==> config.mk <==
export PLATFORM = sky130hd
export DESIGN_NAME = sequence_controller
export DESIGN_NICKNAME = d
export VERILOG_FILES = /design/src/rtl/sequence_controller.sv
export SDC_FILE = /design/constraint.sdc
export NUM_CORES = 1
export LEC_CHECK = 0
export BUFFER_PORTS_ARGS = -buffer_cell sky130_fd_sc_hd__buf_2
export CORE_AREA = 2 2 39 41
export CTS_CLUSTER_DIAMETER = 80
export DETAILED_ROUTE_END_ITERATION = 10
export DIE_AREA = 0 0 41 43
export HOLD_SLACK_MARGIN = 0.12
export SLEW_MARGIN = 20
export SYNTH_ARGS = -nofsm -noshare
export SYNTH_HDL_FRONTEND = slang
export SYNTH_SLANG_ARGS = --single-unit
==> constraint.sdc <==
create_clock -name clk -period 1.4 [get_ports clk]
set_input_delay 0.07 -clock clk [delete_from_list [all_inputs] [get_ports clk]]
set_output_delay 0.07 -clock clk [all_outputs]
set_load 0.01 [all_outputs]
==> src/rtl/sequence_controller.sv <==
// 8-phase VeriRISC instruction sequencer: steps a phase counter each clock and decodes
// the PC, memory, IR, accumulator and bus-driver strobes from phase, opcode and zero.
module sequence_controller (
  input  logic       clk,
  input  logic       rst,
  input  logic [2:0] opcode,
  input  logic       zero,
  output logic       sel,
  output logic       rd,
  output logic       ld_ir,
  output logic       halt,
  output logic       inc_pc,
  output logic       ld_pc,
  output logic       ld_ac,
  output logic       wr,
  output logic       data_e,
  output logic [2:0] phase
);

  typedef enum logic [2:0] {
    INST_ADDR  = 3'd0,
    INST_FETCH = 3'd1,
    INST_LOAD  = 3'd2,
    IDLE       = 3'd3,
    OP_ADDR    = 3'd4,
    OP_FETCH   = 3'd5,
    ALU_OP     = 3'd6,
    STORE      = 3'd7
  } phase_t;

  localparam logic [2:0] OP_HLT = 3'd0;
  localparam logic [2:0] OP_SKZ = 3'd1;
  localparam logic [2:0] OP_ADD = 3'd2;
  localparam logic [2:0] OP_AND = 3'd3;
  localparam logic [2:0] OP_XOR = 3'd4;
  localparam logic [2:0] OP_LDA = 3'd5;
  localparam logic [2:0] OP_STO = 3'd6;
  localparam logic [2:0] OP_JMP = 3'd7;

  phase_t phase_q, phase_d;
  logic   halted_q, halted_d;

  logic is_alu, is_skz, is_sto, is_jmp, is_hlt;

  assign is_hlt = (opcode == OP_HLT);
  assign is_skz = (opcode == OP_SKZ);
  assign is_sto = (opcode == OP_STO);
  assign is_jmp = (opcode == OP_JMP);
  assign is_alu = (opcode == OP_ADD) || (opcode == OP_AND) ||
                  (opcode == OP_XOR) || (opcode == OP_LDA);

  always_ff @(posedge clk) begin
    if (rst) begin
      phase_q  <= INST_ADDR;
      halted_q <= 1'b0;
    end else begin
      phase_q  <= phase_d;
      halted_q <= halted_d;
    end
  end

  // The halted flag latches on the edge into OP_ADDR so the phase freezes there.
  always_comb begin
    phase_d  = phase_q;
    halted_d = halted_q;
    if (!halted_q) begin
      phase_d = phase_t'(3'(phase_q + 3'd1));
      if (phase_q == IDLE && is_hlt)
        halted_d = 1'b1;
    end
  end

  always_comb begin
    sel    = 1'b0;
    rd     = 1'b0;
    ld_ir  = 1'b0;
    halt   = 1'b0;
    inc_pc = 1'b0;
    ld_pc  = 1'b0;
    ld_ac  = 1'b0;
    wr     = 1'b0;
    data_e = 1'b0;
    if (halted_q) begin
      halt = 1'b1;
    end else begin
      case (phase_q)
        INST_ADDR: sel = 1'b1;
        INST_FETCH: begin
          sel = 1'b1;
          rd  = 1'b1;
        end
        INST_LOAD, IDLE: begin
          sel   = 1'b1;
          rd    = 1'b1;
          ld_ir = 1'b1;
        end
        OP_ADDR: begin
          halt   = is_hlt;
          inc_pc = !is_hlt;
        end
        OP_FETCH: rd = is_alu;
        ALU_OP: begin
          rd     = is_alu;
          inc_pc = is_skz && zero;
          ld_pc  = is_jmp;
          data_e = is_sto;
        end
        STORE: begin
          rd     = is_alu;
          ld_ac  = is_alu;
          ld_pc  = is_jmp;
          wr     = is_sto;
          data_e = is_sto;
        end
        default: ;
      endcase
    end
  end

  assign phase = phase_q;

endmodule

* Word-level counts from Yosys, hierarchy flattened
Cells that the tools add are included.
Storage, ports and cells: input bits 6, register bits after elaboration 4, word-level logic and storage cells 50, output and inout bits 12
Operators by class: add/sub/neg operators 1, reduce and logical (&&, ||, !) cells 13, multiplexer cells 20, eq/ne operators 14
Operator list (number):
- $eq 3x3->1 const B | 8
- $mux 1 | 18
- $eq 3x2->1 const B | 4
- $eq 3x1->1 const B | 2
- $logic_not 3->1 | 2
- $reduce_or 3->1 | 2
- $pmux 1 s2 | 2
- $reduce_or 2->1 | 2
- $reduce_or 4->1 | 1
- $add 3x1->3 const B | 1
- $logic_or 1x1->1 | 3
- $logic_and 1x1->1 | 2
- $logic_not 1->1 | 1

* Depth between registers and ports, before layout
depth in word-level cells 6, mapped depth 5, depth with buffers taken out 5

* Least setup slack after synthesis
OpenSTA, ideal clock, no wires.
kind register to output, from reg phase_q[1], in the netlist phase[1], to out data_e, buffers on the path 0, slack 0.079 ns, required time 1.330 ns, cell stages (with the launch flop) 4, arrival time 1.251 ns, cell sequence dfxtp_1 > inv_1 > or4_4 > nor2_1
On the way: word-level cells in the longest chain between the ends 4, elaborated cells on any way between the ends 5, those cells by class eq/ne: 2; mux: 2; reduce/logical: 1
RTL lines:
- start: declaration | RTL line 40 | phase_t phase_q, phase_d;
- start signal: assignment | RTL line 57 | phase_q <= phase_d;
- $eq 3x3->1 | RTL line 86 | case (phase_q)
- $reduce_or 2->1 (no line) (*)
- $mux 1 (*) | RTL line 86
- $mux 1 (*) | RTL line 83 | if (halted_q) begin
- end: declaration | RTL line 16 | output logic data_e,
Mark *: on every way between the ends. The rest lies on a longest branch, timed or not.

* Worst setup path after layout
from reg phase_q[1], in the netlist phase[1], to out rd
On the way: word-level cells in the longest chain between the ends 4, elaborated cells on any way between the ends 10, those cells by class eq/ne: 6; mux: 2; reduce/logical: 2
RTL lines:
- $eq 3x3->1 (tied with other cells) | RTL line 86
- $reduce_or 3->1 (no line)
- $pmux 1 s2 (*) | RTL line 86
- $mux 1 (*) | RTL line 83
- end: declaration | RTL line 9 | output logic rd,
Marked as above.

==> reports/metrics.cfg <==
[status]
status=complete, but fails checks
violations_in_the_final_reports=setup timing

[sta]
fin_worst_hold_slack_ns=0.292
clock_skew_ns=0.000685
total_neg_setup_slack_ns=-0.0665
timing.max_slew.rel_slack_pct=79.4
finalSetupViolations=3
fin_crit_ns=1.43
timing_max_transition_violations_final=0
rsz0062_at_grt=true
timing.final.ws_setup_ns=-0.0287
timing.final.hold_violations=0
fmaxAchievable_mhz=700
worst_pin_slew_ns=0.307
timing.final.crit_share_pct=102

[die]
start_util_pct=25.1
placeableCoreArea_sq_um=1380
dieWidth_um=41
rows=14
io_pins=18
fp.dieArea_sq_um=1760
height_of_the_die_um=43

[place]
gpl.final_weighted_congestion=0.653
dp_hpwl_um=682
buffer_ports.inserted=17
place_area_sq_um=463

[cts]
htreeDepth=1
numClockSinks=4
clock_tree.root_cell=sky130_fd_sc_hd__clkbuf_4
clk_pin_slew_worst_paths_ns=0.04
cts_tree=done
cts-root-to-sink-buffers=2
number_of_buffers_created_by_cts=3
clk-insertion-delay-late_ns=0.23

[routing]
overall_via_count_from_detail_route=398
dr.pass1.iters=2
drt_iter0_drc=2
wire_per_inst_um=10.5
via_per_inst=4.63
remaining_drc_errors=0
drtAntennaViolNets=0
finalWirelength_um=903

[layout]
finish.instance_area_sq_um=614
final_util_pct=44.4
area.sequential_sq_um=88.8
layout-drive-gt1-share_pct=62.9
n_fill_cell=146
flow.area_growth_from_synthesis_pct=76.6
multiInputGateArea_sq_um=323
final_nets=84
number_of_antenna_cells_inserted=0

[setup_path]
setup.worst_path.start=phase[1]
critPathBufInv=2
arrival_worst_endpoint_ns=1.36
timing.reg2reg.worst_path_depth=5
end_kind=primary output
critical-path-max-stage-delay_ns=0.39
worstReg2RegStart=phase[1]
worstSetupPathDepth=6
worst_path_dominant_cell_family=flip-flops
regToRegSetupSlack_ns=0.30
crit_required_ns=1.33
timing.rr.end=phase[2]
worstPathCellList=inv_4 -> ha_4 -> o21bai_1 -> o311ai_1 -> nor2b_1 -> buf_2
critPathLaunchType=flop
worstSetupPathType=reg -> out
path_max_fanout=5
cp_max_stage_cell=sky130_fd_sc_hd__dfxtp_4
crit_path_end=rd

[logic_synthesis]
syn_nets=57
synthDominantAreaCellType=sky130_fd_sc_hd__dfxtp_1
ys_seq_area_share_pct=23.0
syn_avg_cell_area_sq_um=7.73
post_synthesis_sequential_element_count=4
synth_ff_type=sky130_fd_sc_hd__dfxtp_1
post_synthesis_instance_total=45
synth_area_leaders=sky130_fd_sc_hd__dfxtp_1 (23%), sky130_fd_sc_hd__ha_1 (22%), sky130_fd_sc_hd__nor2_1 (11%), sky130_fd_sc_hd__nor3_1 (4.3%), sky130_fd_sc_hd__inv_1 (4.3%)
synth_edf_count=0
ys.warnings.count=0
mappedNetlistArea_sq_um=348
ys_top_cells_by_count=sky130_fd_sc_hd__nor2_1 (10), sky130_fd_sc_hd__ha_1 (6), sky130_fd_sc_hd__dfxtp_1 (4), sky130_fd_sc_hd__inv_1 (4), sky130_fd_sc_hd__nor3_1 (3)
number_of_unique_standard_cell_types_used_by_synthesis=21
synth_most_common_cell=sky130_fd_sc_hd__nor2_1
synth-async-reset-ratio_pct=0
synth_largest_type_area_fraction_pct=23.0

[global_routing]
largest_net_degree_at_the_start_of_global_routing=12
number_of_global_route_vias_before_repair=350
grt_usage_pct=11.3
globalRouteOverflowTotal=0
grt_pass1_wl_um=1330
initial_antenna_violation_count=0

[power_and_ir_drop]
report.power.total_uw=460
power_leakage_nw=0.279
power.density_nw_per_um2=749
ir_worst_vdd_mv=0.431

[worst_hold_path]
hold_path_class=in -> reg

[flow_run]
max_cap_violation_count=0

-- metrics by stage --
step           worst slack (ns)  instances
6_report                -0.0287         86
5_1_grt                  -0.105         86
4_1_cts                 -0.0304         85
3_5_place_dp             0.0151         79
3_3_place_gp             0.0835         79
2_1_floorplan            0.0786         45
-- worst reg2reg max path: stages (launching register included) --
cell	delay, ns
sky130_fd_sc_hd__dfxtp_4	0.37
sky130_fd_sc_hd__ha_4	0.18
sky130_fd_sc_hd__ha_4	0.25
sky130_fd_sc_hd__nor2_1	0.03
sky130_fd_sc_hd__a21oi_1	0.11
sky130_fd_sc_hd__nor2_1	0.05
-- state kept, by name, indices dropped and copies added, names as in the netlist --
register,cells
phase,3
halted_q,1
-- cells in the final DEF (no fill, tap or decap), types with 2 or more instances in the layout --
| cell | instances |
|---|---|
| sky130_fd_sc_hd__nor3_1 | 2 |
| sky130_fd_sc_hd__clkbuf_4 | 3 |
| sky130_fd_sc_hd__buf_2 | 16 |
| sky130_fd_sc_hd__inv_2 | 3 |
| sky130_fd_sc_hd__a21oi_1 | 2 |
| sky130_fd_sc_hd__buf_4 | 5 |
| sky130_fd_sc_hd__dfxtp_4 | 2 |
| sky130_fd_sc_hd__ha_4 | 4 |
| sky130_fd_sc_hd__nor2_1 | 8 |
-- power by group --
| part | leakage (nW) | switching [mW] | internal [mW] | total (mW) |
|---|---|---|---|---|
| Sequential | 0.0345 | 0.0160 | 0.124 | 0.140 |
| Clock | 0.0138 | 0.0418 | 0.0955 | 0.137 |
| Combinational | 0.231 | 0.0903 | 0.0921 | 0.182 |
| Total | 0.279 | 0.148 | 0.312 | 0.460 |
-- timing repair --
item | 4_1_cts | 5_1_grt
buffers inserted | 2 | 1
setup endpoints to repair | 7 | 6
pin swaps | 3 | 1
gates resized for setup | 21 | 5
endpoints found under the hold margin | 4 | 0
hold buffers | 1 | 0
-- per-layer routing --
metal	global-route usage [%]	wire length, um	vias up
li1	-	-	206
met1	13.1	395	180
met2	16.9	441	12
met3	1.57	66	0
met4	10.0	0	0
met5	0	0	-
-- cell type report --
type,count,share of cell area (%)
Inverter,5,3.46
Multi-Input combinational cell,35,52.5
Clock buffer,3,3.67
Tap cell,16,3.26
Timing Repair Buffer,23,22.6
Sequential cell,4,14.5
-- cell families (layout without fill, tap and decap cells) --
| group | count (synthesis) | in the layout | share of synthesized area (%) |
|---|---|---|---|
| simple gates | 19 | 19 | 26.6 |
| compound gates | 7 | 7 | 14.0 |
| fa+ha+maj | 6 | 6 | 21.6 |
| buf+inv | 6 | 31 | 6.83 |
| flops | 4 | 4 | 23.0 |
| xor+xnor | 2 | 2 | 5.04 |
| mux | 1 | 1 | 2.88 |
-- worst min path at each step --
| stage | from | end | slack, ns | cells past startpoint |
|---|---|---|---|---|
| floorplan | rst | halted_q | 0.14 | 1 |
| global placement | rst | phase[1] | 0.28 | 2 |
| detailed placement | rst | phase[1] | 0.28 | 2 |
| CTS | opcode[2] | halted_q | 0.29 | 4 |
| global route | opcode[2] | halted_q | 0.32 | 4 |
| finish | opcode[2] | halted_q | 0.29 | 4 |
No activity file was read; power rests on OpenSTA's default activity.
